## config.mk

```make
export PLATFORM = sky130hd
export DESIGN_NAME = apb_cmd_master
export DESIGN_NICKNAME = d
export VERILOG_FILES = /design/src/rtl/apb_cmd_master.sv
export SDC_FILE = /design/constraint.sdc
export NUM_CORES = 1
export LEC_CHECK = 0
export ABC_AREA = 1
export BUFFER_PORTS_ARGS = -buffer_cell sky130_fd_sc_hd__buf_2
export CORE_UTILIZATION = 25
export DETAILED_ROUTE_END_ITERATION = 6
export PLACE_DENSITY = 0.59
export REMOVE_ABC_BUFFERS = 1
export SYNTH_ARGS = -nofsm -noshare
export SYNTH_HDL_FRONTEND = slang
export SYNTH_SLANG_ARGS = --single-unit
```

## constraint.sdc

```tcl
create_clock -name clk -period 2.2 [get_ports clk]
set_input_delay 0.22 -clock clk [delete_from_list [all_inputs] [get_ports clk]]
set_output_delay 0.22 -clock clk [all_outputs]
set_load 0.05 [all_outputs]
```

## src/rtl/apb_cmd_master.sv

```systemverilog
// Turns a valid/ready command stream into single APB transfers and returns the result on a
// valid/ready response channel. Transfers that see no pready within TIMEOUT ACCESS cycles are aborted.
module apb_cmd_master #(
  parameter int TIMEOUT = 255
) (
  input  logic        clk,
  input  logic        rst,
  input  logic        cmd_valid,
  output logic        cmd_ready,
  input  logic [31:0] cmd_addr,
  input  logic [31:0] cmd_wdata,
  input  logic        cmd_write,
  input  logic [3:0]  cmd_strb,
  output logic        rsp_valid,
  input  logic        rsp_ready,
  output logic [31:0] rsp_rdata,
  output logic        rsp_slverr,
  output logic        rsp_timeout,
  output logic [31:0] paddr,
  output logic [31:0] pwdata,
  output logic        psel,
  output logic        penable,
  output logic        pwrite,
  output logic [3:0]  pstrb,
  input  logic        pready,
  input  logic        pslverr,
  input  logic [31:0] prdata
);

  localparam logic [1:0] S_IDLE   = 2'd0;
  localparam logic [1:0] S_SETUP  = 2'd1;
  localparam logic [1:0] S_ACCESS = 2'd2;
  localparam logic [1:0] S_RESP   = 2'd3;

  localparam int              CNT_W  = (TIMEOUT > 1) ? $clog2(TIMEOUT + 1) : 1;
  localparam logic [CNT_W:0]  TO_VAL = (CNT_W + 1)'(TIMEOUT);

  logic [1:0]       state_q,       state_d;
  logic             cmd_ready_q,   cmd_ready_d;
  logic             rsp_valid_q,   rsp_valid_d;
  logic [31:0]      rsp_rdata_q,   rsp_rdata_d;
  logic             rsp_slverr_q,  rsp_slverr_d;
  logic             rsp_timeout_q, rsp_timeout_d;
  logic [31:0]      paddr_q,       paddr_d;
  logic [31:0]      pwdata_q,      pwdata_d;
  logic             psel_q,        psel_d;
  logic             penable_q,     penable_d;
  logic             pwrite_q,      pwrite_d;
  logic [3:0]       pstrb_q,       pstrb_d;
  logic [CNT_W-1:0] cnt_q,         cnt_d;
  logic [CNT_W:0]   cnt_inc;

  // One bit wider than the counter so the compare against TIMEOUT cannot wrap.
  assign cnt_inc = {1'b0, cnt_q} + {{CNT_W{1'b0}}, 1'b1};

  always_comb begin
    // NOTE: every _d starts from its _q so no path through the case can leave a latch behind.
    state_d       = state_q;
    cmd_ready_d   = cmd_ready_q;
    rsp_valid_d   = rsp_valid_q;
    rsp_rdata_d   = rsp_rdata_q;
    rsp_slverr_d  = rsp_slverr_q;
    rsp_timeout_d = rsp_timeout_q;
    paddr_d       = paddr_q;
    pwdata_d      = pwdata_q;
    psel_d        = psel_q;
    penable_d     = penable_q;
    pwrite_d      = pwrite_q;
    pstrb_d       = pstrb_q;
    cnt_d         = cnt_q;

    case (state_q)
      S_IDLE: begin
        if (cmd_valid) begin
          state_d     = S_SETUP;
          cmd_ready_d = 1'b0;
          paddr_d     = cmd_addr;
          pwdata_d    = cmd_wdata;
          pwrite_d    = cmd_write;
          pstrb_d     = cmd_write ? cmd_strb : 4'b0000;
          psel_d      = 1'b1;
        end
      end
      S_SETUP: begin
        state_d   = S_ACCESS;
        penable_d = 1'b1;
        cnt_d     = '0;
      end
      S_ACCESS: begin
        if (pready) begin
          state_d       = S_RESP;
          psel_d        = 1'b0;
          penable_d     = 1'b0;
          rsp_valid_d   = 1'b1;
          rsp_rdata_d   = pwrite_q ? 32'h0 : prdata;
          rsp_slverr_d  = pslverr;
          rsp_timeout_d = 1'b0;
        end else if ((TIMEOUT != 0) && (cnt_inc == TO_VAL)) begin
          state_d       = S_RESP;
          psel_d        = 1'b0;
          penable_d     = 1'b0;
          rsp_valid_d   = 1'b1;
          rsp_rdata_d   = 32'h0;
          rsp_slverr_d  = 1'b1;
          rsp_timeout_d = 1'b1;
        end else begin
          cnt_d = cnt_inc[CNT_W-1:0];
        end
      end
      default: begin
        if (rsp_ready) begin
          state_d     = S_IDLE;
          rsp_valid_d = 1'b0;
          cmd_ready_d = 1'b1;
        end
      end
    endcase
  end

  // NOTE: state updates use non-blocking assignments so every flop samples pre-edge values.
  always_ff @(posedge clk) begin
    if (rst) begin
      state_q       <= S_IDLE;
      cmd_ready_q   <= 1'b1;
      rsp_valid_q   <= 1'b0;
      rsp_rdata_q   <= '0;
      rsp_slverr_q  <= 1'b0;
      rsp_timeout_q <= 1'b0;
      paddr_q       <= '0;
      pwdata_q      <= '0;
      psel_q        <= 1'b0;
      penable_q     <= 1'b0;
      pwrite_q      <= 1'b0;
      pstrb_q       <= '0;
      cnt_q         <= '0;
    end else begin
      state_q       <= state_d;
      cmd_ready_q   <= cmd_ready_d;
      rsp_valid_q   <= rsp_valid_d;
      rsp_rdata_q   <= rsp_rdata_d;
      rsp_slverr_q  <= rsp_slverr_d;
      rsp_timeout_q <= rsp_timeout_d;
      paddr_q       <= paddr_d;
      pwdata_q      <= pwdata_d;
      psel_q        <= psel_d;
      penable_q     <= penable_d;
      pwrite_q      <= pwrite_d;
      pstrb_q       <= pstrb_d;
      cnt_q         <= cnt_d;
    end
  end

  assign cmd_ready   = cmd_ready_q;
  assign rsp_valid   = rsp_valid_q;
  assign rsp_rdata   = rsp_rdata_q;
  assign rsp_slverr  = rsp_slverr_q;
  assign rsp_timeout = rsp_timeout_q;
  assign paddr       = paddr_q;
  assign pwdata      = pwdata_q;
  assign psel        = psel_q;
  assign penable     = penable_q;
  assign pwrite      = pwrite_q;
  assign pstrb       = pstrb_q;

endmodule

```

-- Word-level counts from Yosys, hierarchy flattened
Cells that the tools add are included.
- output and inout port bits: 107
- logic and storage cells: 66
- input port bits: 107
- bits in registers: 117
- add/sub/neg operators: 1
- reduce and logical (&&, ||, !) cells: 17
- equality and inequality tests: 7
- bitwise operators: 2
- muxes and demuxes: 26
- operator list (operator ; count):
    32-bit 2-to-1 mux ; 3
    8-bit 2-to-1 mux ; 2
    8-bit one-hot mux with 2 select lines ; 1
    3-bit AND reduction ; 5
    1-bit 2-to-1 mux ; 10
    2-bit nonzero test ; 5
    8-bit by 1-bit adder with 9-bit output, second input constant ; 1
    9-bit by 8-bit == test with 1-bit output, second input constant ; 1
    2-bit 2-to-1 mux ; 4
    1-bit one-hot mux with 2 select lines ; 4
    2-bit inequality test, second input constant ; 3
    2-bit one-hot mux with 3 select lines ; 1
    2-bit AND reduction ; 3
    4-bit 2-to-1 mux ; 1
    4-bit nonzero test ; 1
    2-bit OR reduction ; 2
    3-bit inequality test, second input constant ; 1
    2-bit by 1-bit == test with 1-bit output, second input constant ; 1
    2-bit == test, second input constant ; 1
    2-bit logical NOT ; 1
    1-bit NOT ; 2

-- Depth between registers and ports, before layout
Gate-level depths: netlist of run 1.
- depth in word-level cells: 5
- depth in mapped cells: 11
- depth with buffers taken out: 11

-- Least setup slack after synthesis of run 1
OpenSTA, ideal clock, no wires.
- kind: register to register
- start: reg cnt_q[1]
- end: reg rsp_rdata_q[1] (netlist: rsp_rdata[1])
- data required time: 2.068 ns
- cell stages (with the launch flop): 11
- buffers on the path: 1
- data arrival time: 1.453 ns
- slack: 0.615 ns
- cell sequence: dfxtp_1 ha_1 nand2_1 inv_1 nor2_1 nand3_1 nor2_1 nand4_4 buf_2 nand3_1 a21oi_1
- longest elaborated chain between the ends: 4
- ends and longest elaborated chain (element ; RTL line ; text):
    start, declared ; 50 ; logic [CNT_W-1:0] cnt_q, cnt_d;
    start signal, assigned ; 149 ; cnt_q <= cnt_d;
    8-bit by 1-bit adder with 9-bit output ; 54 ; assign cnt_inc = {1'b0, cnt_q} + {{CNT_W{1'b0}}, 1'b1};
    9-bit by 8-bit == test with 1-bit output ; 98 ; end else if ((TIMEOUT != 0) && (cnt_inc == TO_VAL)) begin
    2-bit nonzero test (no source line) ; n/a ;
    2-bit AND reduction (no source line) ; n/a ;
    end signal, assigned ; 140 ; rsp_rdata_q <= rsp_rdata_d;
    end, declared ; 41 ; logic [31:0] rsp_rdata_q, rsp_rdata_d;
Every way passes these cells.
A chain may end at the register's enable or synchronous reset.

-- Worst setup path after layout of run 1
- start: reg cnt_q[1]
- end: reg cnt_q[2]
- longest elaborated chain between the ends: 4
- ends and longest elaborated chain (element ; RTL line):
    8-bit by 1-bit adder with 9-bit output (*) ; 54
    9-bit by 8-bit == test with 1-bit output or 8-bit 2-to-1 mux (tied branches) ; 98
    2-bit inequality test (no source line) or 8-bit 2-to-1 mux (tied branches) ; n/a
    3-bit AND reduction (no source line) or 8-bit one-hot mux with 2 select lines (tied branches) ; n/a
Mark *: on every way between the ends. The rest lies on a longest branch, timed or not. The select of a mux whose other input is x is not followed.

==> results of run 1 <==
## cell usage in the layout (no fill, tap or decap), types with 2 or more instances in the layout
| master | instances |
|---|---|
| clkinv_2 | 5 |
| nand3_1 | 41 |
| inv_6 | 2 |
| clkbuf_8 | 3 |
| clkbuf_16 | 17 |
| nand2_1 | 47 |
| ha_1 | 5 |
| inv_2 | 3 |
| nand4_1 | 39 |
| nor2_2 | 2 |
| buf_4 | 14 |
| nand2_2 | 2 |
| clkinvlp_4 | 4 |
| a21oi_1 | 51 |
| inv_1 | 13 |
| clkinv_1 | 2 |
| o21ai_0 | 65 |
| dfxtp_1 | 117 |
| nor2_1 | 145 |
| nor3_1 | 2 |
| o211ai_1 | 2 |
| buf_2 | 213 |
## report_power, final
part / internal (uW) / total [uW] / switching, uW / leakage [uW]
clock: 1640 / 2650 / 1010 / 0.000274
combinational: 917 / 3860 / 2940 / 0.00173
sequential: 2610 / 2840 / 231 / 0.000960
total: 5170 / 9350 / 4190 / 0.00297
## critical path, cell delays in order (launching register included)
cell	delay (ps)
dfxtp_1	390
ha_1	210
nand3_1	110
nand2_1	100
nand3_1	80
nor2_1	220
nand4_4	140
buf_4	250
nand4_1	100
a21oi_1	70
## cell type report
| class | instances | area, sq um | share of cell area |
|---|---|---|---|
| repair buffers | 228 | 1190 | 0.186 |
| multi-input cells | 409 | 1960 | 0.306 |
| well taps | 225 | 282 | 0.0439 |
| flip-flops and latches | 117 | 2340 | 0.365 |
| inverters | 18 | 67.6 | 0.0105 |
| diodes | 1 | 2.50 | 0.000390 |
| clock buffers | 20 | 467 | 0.0728 |
| clock inverters | 12 | 103 | 0.0160 |
## kinds of logic after synthesis
logic type               after synthesis  synth area share
adder cells (fa/ha/maj)                5            0.0137
flip-flops                           117             0.514
XOR/XNOR                               1           0.00357
buffers and inverters                 64            0.0558
AO/OA/AOI/OAI                        120             0.135
AND/OR/NAND/NOR                      283             0.277
## flip-flops by register name, summed over array words and instances (netlist names)
name	cells
pwdata	32
cnt_q	8
rsp_valid	1
rsp_timeout	1
pstrb	4
psel	1
paddr	32
rsp_rdata	32
rsp_slverr	1
pwrite	1
state_q	2
penable	1
cmd_ready	1
## through the flow
stage          hold WS [ps]  total power [uW]
3_3_place_gp            449              6770
3_5_place_dp            454              6790
4_1_cts                29.7              9480
6_report               51.2              9350
5_1_grt                39.3              9910
2_1_floorplan           289              5680
## per-layer routing
layer,part of all wire,up-vias
li1,-,2379
met1,0.43,2143
met2,0.50,101
met3,0.046,16
met4,0.016,0
met5,0,-
## final timing paths
kind	startpoint	to	slack (ps)	depth (start not counted)
hold / removal	pslverr	rsp_slverr$_SDFFE_PP0P_	50	3
hold reg to reg	penable$_SDFFE_PP0P_	penable$_SDFFE_PP0P_	460	2
setup / recovery	cnt_q[1]$_SDFFE_PP0P_	cnt_q[2]$_SDFFE_PP0P_	410	9
setup reg to reg	cnt_q[1]$_SDFFE_PP0P_	cnt_q[2]$_SDFFE_PP0P_	410	9
==> metrics.log, run 1 <==
[metrics] number of warning messages in the yosys log: 0
[metrics] final clock period utilization by the worst path: 0.816
[metrics] number of buffers on the longest clock path: 2
[metrics] setup repair after global routing missed its margin: no
[metrics] worst-case setup margin in the final layout: 405 ps
[metrics] clock tree root driver cell: clkbuf_16
[metrics] headroom to the max-slew limit: 0.565
[metrics] GR Util met3: 0.0411
[metrics] effective utilization at floorplan: 0.260
[metrics] clock slew at reported path FFs: 60 ps
[metrics] fraction of synthesized cell area taken by the top area cell type: 0.514
[metrics] final instance area: 6410 sq um
[metrics] H-tree depth reported by CTS: 4
[metrics] global router's overall resource usage: 0.148
[metrics] Final Hold Violating Endpoints: 0
[metrics] largest net degree at the start of global routing: 71
[metrics] Sum Neg Setup Slack: 0 ps
[metrics] I/O pin cnt: 214
[metrics] total of max-cap violations: 0
[metrics] post-synthesis average cell area: 7.72 sq um
[metrics] final design utilization: 0.366
[metrics] outcome: completed
[metrics] non-filler cells, final: 1030
[metrics] Worst-Margin Slew: 653 ps
[metrics] wire length of the first global-routing pass: 21.6 mm
[metrics] netlist area before placement: 4550 sq um
[metrics] number of antenna violations at the first check in global routing: 1
[metrics] power density over the cells: 1460 nW/um^2
[metrics] total number of nets in the final design: 903
[metrics] count of standard-cell rows: 48
[metrics] leakage power: 0.00297 uW
[metrics] data required time of the worst path: 2470 ps
[metrics] placed instance count: 997
[metrics] fraction of the yosys area taken by sequential cells: 0.514
[metrics] classification of the worst-slack hold path: input pin to register
[metrics] CTS tree: built
[metrics] Worst Clk Skew: 8.06 ps
[metrics] dominant cell type by area after synthesis: dfxtp_1
[metrics] count of buffers added by post-CTS timing repair for setup: 0
[metrics] crit path capture type: register
[metrics] count of nets left with antenna violations after detail routing: 0
[metrics] DP HPWL: 9.46 mm
[metrics] residual overflow from global routing: 0
[metrics] dominant synthesized flop cell: dfxtp_1
[metrics] wire length per cell after detailed routing: 13.5 microns
[metrics] cell count after synthesis: 590
[metrics] register bit count reported by yosys: 117
[metrics] RePlAce Congestion: 0.797
[metrics] vias: 4639
[metrics] ranking of synthesized cells by area: dfxtp_1 51%, nor2_1 12%, o21ai_0 7.1%
[metrics] CTS resizes: 0
[metrics] width of the die: 137 microns
[metrics] final wirelength: 13.9 mm
[metrics] count of unique library cells instantiated by Yosys: 27
[metrics] area of the core: 17500 sq um
[metrics] share of synthesized flip-flops with an asynchronous set or reset: 0
[metrics] final count of pins violating max slew: 0
[metrics] number of search-and-repair iterations in the first detailed-routing pass: 4
[metrics] minimum clock period after layout: 1790 ps
[metrics] routing usage on met1: 0.176
[metrics] GRT Max-Usage Layer: met2
[metrics] layout cell share with drive strength beyond 1: 0.340
[metrics] Post-Place Worst Slack: 414 ps
[metrics] critical path data arrival time: 2060 ps
[metrics] clock insertion delay at the later pin of the skew report: 410 ps
[metrics] achievable frequency: 557 MHz
[metrics] met2 GRT Util: 0.249
[metrics] class of the most critical setup path: register to register
[metrics] Area Growth Syn to Fin: 40.9%
[metrics] instance area at placement: 5840 sq um
[metrics] Residual DRC: 0
[metrics] detail-routed via count per cell: 4.50
[metrics] number of port buffers: 213
[metrics] VDD IR max: 0.647 mV
[metrics] Post-synth EDFFs: 0
[metrics] Setup crit start kind: register
[metrics] TritonCTS buffer count: 17
[metrics] number of hold buffers added after cts: 0
[metrics] cell with the most instances after synthesis: nor2_1
[metrics] synth cell count leaders: 145 x nor2_1, 117 x dfxtp_1, 65 x o21ai_0
[metrics] # fillers: 1903
[metrics] final setup violation count: 0
[metrics] area of the die: 18800 sq um
[metrics] number of sinks driven by the clock tree: 117
[metrics] vias in the first global route: 4285
[metrics] Max Fanout on Critical Path: 24
[metrics] drt first-iter violations: 227
[metrics] Die Ht: 137 microns
No activity file was read; power rests on OpenSTA's default activity.
==> run 2, diff against run 1 <==
- clock period: 2.2 -> 1.7 ns (I/O delays scaled with it)
==> metrics.log, run 2 (synthesized netlist as in run 1, its figures left out) <==
[metrics] total number of nets in the final design: 942
[metrics] achievable frequency: 588 MHz
[metrics] RePlAce Congestion: 0.809
[metrics] class of the most critical setup path: register to register
[metrics] R2R Setup Slk: -2 ps
[metrics] area of the die: 18800 sq um
[metrics] origin of the worst setup path: cnt_q[0]$_SDFFE_PP0P_
[metrics] final count of pins violating max slew: 0
[metrics] wire length of the first global-routing pass: 22.1 mm
[metrics] Worst Clk Skew: 13.1 ps
[metrics] width of the die: 137 microns
[metrics] worst setup path end: rsp_rdata[21]$_SDFFE_PP0P_
[metrics] clock tree root driver cell: clkbuf_16
[metrics] count of standard-cell rows: 48
[metrics] number of sinks driven by the clock tree: 117
[metrics] total of max-cap violations: 0
[metrics] wire length per cell after detailed routing: 13.8 microns
[metrics] most frequent standard cell in the layout excluding fill and tap cells: buf_2
[metrics] number of buffers on the longest clock path: 2
[metrics] final setup violation count: 1
[metrics] area of the core: 17500 sq um
[metrics] VDD IR max: 0.989 mV
[metrics] detail-routed via count per cell: 4.59
[metrics] effective utilization at floorplan: 0.260
[metrics] Worst-Margin Slew: 393 ps
[metrics] headroom to the max-slew limit: 0.738
[metrics] worst-case setup margin in the final layout: -2.00 ps
[metrics] drt first-iter violations: 169
[metrics] CTS tree: built
[metrics] global router's overall resource usage: 0.152
[metrics] vias: 4901
[metrics] Residual DRC: 0
[metrics] Max Fanout on Critical Path: 8
[metrics] violations in the final reports: setup timing
[metrics] layout cell share with drive strength beyond 1: 0.351
[metrics] H-tree depth reported by CTS: 4
[metrics] Setup crit start kind: register
[metrics] cell-by-cell listing of the critical path: ha_4 > nand3_2 > o21bai_1 > nand2_1 > nor2_4 > nand4_4 > buf_12 > clkbuf_16 > nand3_1 > a21oi_1
[metrics] leakage power: 0.00319 uW
[metrics] Reg2Reg Launch Point: cnt_q[0]$_SDFFE_PP0P_
[metrics] final wirelength: 14.8 mm
[metrics] critical path data arrival time: 1970 ps
[metrics] final clock period utilization by the worst path: 1.00
[metrics] Final Hold Violating Endpoints: 0
[metrics] Area Growth Syn to Fin: 53.2%
[metrics] count of cell instances traversed by the critical path: 10
[metrics] data required time of the worst path: 1970 ps
[metrics] Die Ht: 137 microns
[metrics] clock slew at reported path FFs: 50 ps
[metrics] Post-Place Worst Slack: -29.6 ps
[metrics] R2R cell count: 10
[metrics] largest net degree at the start of global routing: 71
[metrics] power density over the cells: 1770 nW/um^2
[metrics] vias in the first global route: 4427
[metrics] cell with the biggest individual delay on the critical path: dfxtp_2
[metrics] count of nets left with antenna violations after detail routing: 0
[metrics] setup repair after global routing missed its margin: yes
[metrics] TritonCTS buffer count: 17
[metrics] antenna diode instance count: 0
[metrics] number of antenna violations at the first check in global routing: 1
[metrics] highest-count cells in the layout ignoring fill and taps: 213 x buf_2, 142 x nor2_1, 112 x dfxtp_1, 65 x o21ai_0, 50 x a21oi_1
[metrics] minimum clock period after layout: 1700 ps
[metrics] number of port buffers: 213
[metrics] clock insertion delay at the later pin of the skew report: 410 ps
[metrics] crit path capture type: register
[metrics] number of buffer and inverter stages on the critical path: 2
[metrics] outcome: finished, violations left
[metrics] DP HPWL: 9.49 mm
[metrics] classification of the worst-slack hold path: input pin to register
[metrics] Sum Neg Setup Slack: -2.00 ps
[metrics] kind of cell adding the most delay to the critical path: simple AND/OR/NAND/NOR gates
[metrics] I/O pin cnt: 214
[metrics] number of search-and-repair iterations in the first detailed-routing pass: 4
[metrics] WHS: 15.0 ps
[metrics] residual overflow from global routing: 0
[metrics] largest incremental delay on the critical path: 360 ps
[metrics] R2R Path End: rsp_rdata[21]$_SDFFE_PP0P_
==> run 2: changes by cell type in the layout (fill, tap and decap cells not counted), moves of 4 or more <==
cell / change
dfxtp_2: +4
dfxtp_1: -5
buf_6: +4
buf_12: +6
dlygate4sd3_1: +28
clkbuf_1: +5
==> run 2: worst register-to-register path: stages, from the launching register on <==
cell	delay, ps
dfxtp_2	360
ha_4	150
nand3_2	80
o21bai_1	140
nand2_1	120
nor2_4	140
nand4_4	110
buf_12	170
clkbuf_16	160
nand3_1	70
a21oi_1	60
==> run 2: final cells by class <==
type                            instances  area (sq um)
Sequential cell                       117          2350
Timing Repair Buffer                  267          1700
Clock buffer                           23           458
Tap cell                              225           282
Inverter                               18          67.6
Clock inverter                          9           104
Multi-Input combinational cell        409          2020
Fill cell                            1813         10600
==> run 2: metrics by stage <==
stage	utilization	total power, uW	instance area [sq um]	instances
finish	0.398	12400	6980	1068
global route	0.398	13100	6980	1068
CTS	0.387	12500	6780	1060
detailed placement	0.338	8910	5930	1000
global placement	0.338	8880	5930	1000
floorplan	-	7350	4370	544
==> run 2: worst min-delay path by stage <==
stage | start | to | slack [ps] | cells after the start
6_report | cmd_addr[1] | paddr[1]$_SDFFE_PP0P_ | 20 | 3
5_1_grt | cmd_wdata[28] | pwdata[28]$_SDFFE_PP0P_ | 8 | 3
4_1_cts | cmd_wdata[26] | pwdata[26]$_SDFFE_PP0P_ | 0.2 | 3
3_5_place_dp | pslverr | rsp_slverr$_SDFFE_PP0P_ | 420 | 3
3_3_place_gp | cmd_addr[2] | paddr[2]$_SDFFE_PP0P_ | 420 | 3
2_1_floorplan | rst | cnt_q[1]$_SDFFE_PP0P_ | 240 | 1
==> run 2: power by group <==
| group | internal (uW) | total, uW | switching [uW] | leakage [uW] |
|---|---|---|---|---|
| clock | 2190 | 3440 | 1250 | 0.000271 |
| sequential | 3380 | 3680 | 297 | 0.000962 |
| combinational | 1350 | 5240 | 3890 | 0.00196 |
==> run 2: layer usage <==
metal | GRT usage | vias up | wire (microns)
li1 | - | 2466 | -
met1 | 0.177 | 2284 | 6420
met2 | 0.255 | 119 | 7350
met3 | 0.0467 | 30 | 606
met4 | 0.0678 | 2 | 366
met5 | 0 | - | 11
==> run 2: what timing repair did <==
action / CTS / global route
setup endpoints to repair: 43 / 46
hold buffers: 28 / 0
endpoints found under the hold margin: 28 / 0
gates resized for setup: 4 / 18
buffers inserted: 0 / 2
gates cloned: 0 / 6
pin swaps: 0 / 17
==> run 3, diff against run 2 <==
- clock period: 1.7 -> 1.6 ns (I/O delays scaled with it)
==> metrics.log, run 3 (synthesized netlist as in run 1, its figures left out) <==
[metrics] crit path capture type: register
[metrics] R2R Path End: cnt_q[4]$_SDFFE_PP0P_
[metrics] worst setup path end: cnt_q[4]$_SDFFE_PP0P_
[metrics] achievable frequency: 615 MHz
[metrics] clock slew at reported path FFs: 60 ps
[metrics] Max Fanout on Critical Path: 40
[metrics] largest net degree at the start of global routing: 71
[metrics] count of cell instances traversed by the critical path: 9
[metrics] final design utilization: 0.399
[metrics] origin of the worst setup path: cnt_q[0]$_SDFFE_PP0P_
[metrics] post-layout total power: 13300 uW
[metrics] R2R cell count: 9
[metrics] vias in the first global route: 4461
[metrics] clock insertion delay at the later pin of the skew report: 400 ps
[metrics] total of max-cap violations: 0
[metrics] Reg2Reg Launch Point: cnt_q[0]$_SDFFE_PP0P_
[metrics] critical path data arrival time: 1910 ps
[metrics] number of port buffers: 213
[metrics] worst-case setup margin in the final layout: -24.8 ps
[metrics] kind of cell adding the most delay to the critical path: simple AND/OR/NAND/NOR gates
[metrics] total number of nets in the final design: 948
[metrics] TritonCTS buffer count: 17
[metrics] number of sinks driven by the clock tree: 117
[metrics] RePlAce Congestion: 0.814
[metrics] violations in the final reports: setup timing
[metrics] largest incremental delay on the critical path: 370 ps
[metrics] final count of pins violating max slew: 0
[metrics] headroom to the max-slew limit: 0.767
[metrics] Worst-Margin Slew: 349 ps
[metrics] area of the die: 18800 sq um
[metrics] Final Hold Violating Endpoints: 0
[metrics] CTS tree: built
[metrics] Setup crit start kind: register
[metrics] cell-by-cell listing of the critical path: ha_4 > nand3_2 > o21bai_1 > nand2_1 > nor2_4 > nand4_4 > buf_12 > nand4_1 > a21oi_1
[metrics] I/O pin cnt: 214
[metrics] detail-routed via count per cell: 4.52
[metrics] wire length of the first global-routing pass: 22.4 mm
[metrics] count of nets left with antenna violations after detail routing: 0
[metrics] setup repair after global routing missed its margin: yes
[metrics] power density over the cells: 1900 nW/um^2
[metrics] final wirelength: 14.4 mm
[metrics] most frequent standard cell in the layout excluding fill and tap cells: buf_2
[metrics] count of standard-cell rows: 48
[metrics] DP HPWL: 9.53 mm
[metrics] non-filler cells, final: 1074
[metrics] R2R Setup Slk: -20 ps
[metrics] Post-Place Worst Slack: -84.4 ps
[metrics] number of search-and-repair iterations in the first detailed-routing pass: 4
[metrics] final setup violation count: 34
[metrics] residual overflow from global routing: 0
[metrics] area of the core: 17500 sq um
[metrics] layout cell share with drive strength beyond 1: 0.355
[metrics] data required time of the worst path: 1890 ps
[metrics] cell with the biggest individual delay on the critical path: dfxtp_4
[metrics] effective utilization at floorplan: 0.260
[metrics] final clock period utilization by the worst path: 1.02
[metrics] width of the die: 137 microns
[metrics] drt first-iter violations: 206
[metrics] placed instance count: 1005
[metrics] clock tree root driver cell: clkbuf_16
[metrics] highest-count cells in the layout ignoring fill and taps: 213 x buf_2, 143 x nor2_1, 112 x dfxtp_1, 65 x o21ai_0, 51 x a21oi_1
[metrics] minimum clock period after layout: 1620 ps
[metrics] vias: 4854
[metrics] Worst Clk Skew: 7.40 ps
[metrics] global router's overall resource usage: 0.153
[metrics] Die Ht: 137 microns
[metrics] Area Growth Syn to Fin: 53.8%
[metrics] number of buffers on the longest clock path: 2
[metrics] antenna diode instance count: 0
[metrics] class of the most critical setup path: register to register
[metrics] leakage power: 0.00318 uW
[metrics] outcome: finished, violations left
[metrics] number of antenna violations at the first check in global routing: 1
[metrics] number of buffer and inverter stages on the critical path: 1
[metrics] Residual DRC: 0
[metrics] wire length per cell after detailed routing: 13.4 microns
[metrics] H-tree depth reported by CTS: 4
[metrics] VDD IR max: 0.995 mV
[metrics] classification of the worst-slack hold path: input pin to register
run 3: cell count changes in the layout (fill, tap and decap cells not counted), sizes merged:
| cell | before | now |
|---|---|---|
| buf | 236 | 237 |
| bufinv | 2 | 3 |
| clkbuf | 26 | 24 |
| clkinv | 7 | 4 |
| clkinvlp | 2 | 3 |
| dlygate4sd3 | 28 | 36 |
run 3: area by class of cell:
cell class | instances | area, sq um
Inverter | 18 | 71.3
Clock inverter | 8 | 124
Tap cell | 225 | 282
Timing Repair Buffer | 273 | 1660
Sequential cell | 117 | 2350
Fill cell | 1845 | 10500
Clock buffer | 24 | 472
Multi-Input combinational cell | 409 | 2040
run 3: per-layer routing:
metal | GRT usage | routed length (microns)
met3 | 0.0370 | 641
met5 | 0 | 11
met4 | 0.0653 | 325
met1 | 0.185 | 6270
met2 | 0.259 | 7130
run 3: repair_timing:
action | CTS | global route
buffers inserted | 0 | 1
endpoints found under the hold margin | 36 | 0
endpoints found under the setup margin | 46 | 56
hold buffers | 36 | 0
resized for setup | 9 | 21
pin swaps | 0 | 2
run 3: how the worst min path moves through the flow:
| stage | start | endpoint | slack, ps | cells past startpoint |
|---|---|---|---|---|
| floorplan | rst | cnt_q[1]$_SDFFE_PP0P_ | 230 | 1 |
| global placement | cmd_addr[23] | paddr[23]$_SDFFE_PP0P_ | 410 | 3 |
| detailed placement | pslverr | rsp_slverr$_SDFFE_PP0P_ | 410 | 3 |
| CTS | cmd_wdata[30] | pwdata[30]$_SDFFE_PP0P_ | 0.4 | 3 |
| global route | cmd_addr[25] | paddr[25]$_SDFFE_PP0P_ | 8 | 3 |
| finish | cmd_addr[25] | paddr[25]$_SDFFE_PP0P_ | 10 | 3 |
run 3: stage by stage:
stage                     hold WS, ps  cell area (sq um)  TNS (ps)
after floorplan                   229               4370   -127890
after global placement            409               5940     -2650
after detailed placement          410               5940     -3230
after CTS                       0.360               6930      -202
after global routing             7.62               7000     -4400
final                            14.5               7000      -463
run 3: tightest hold or removal path: cells and delay by family:
family	cells	cell delay, ps
buf+inv	1	70
compound gates	1	70
simple gates	1	80
run 3: report_power, final:
part	leakage (uW)	total [uW]	switching [uW]	internal [uW]
clock	0.000284	3860	1330	2530
combinational	0.00194	5570	4130	1440
sequential	0.000963	3910	318	3590
total	0.00318	13300	5780	7560
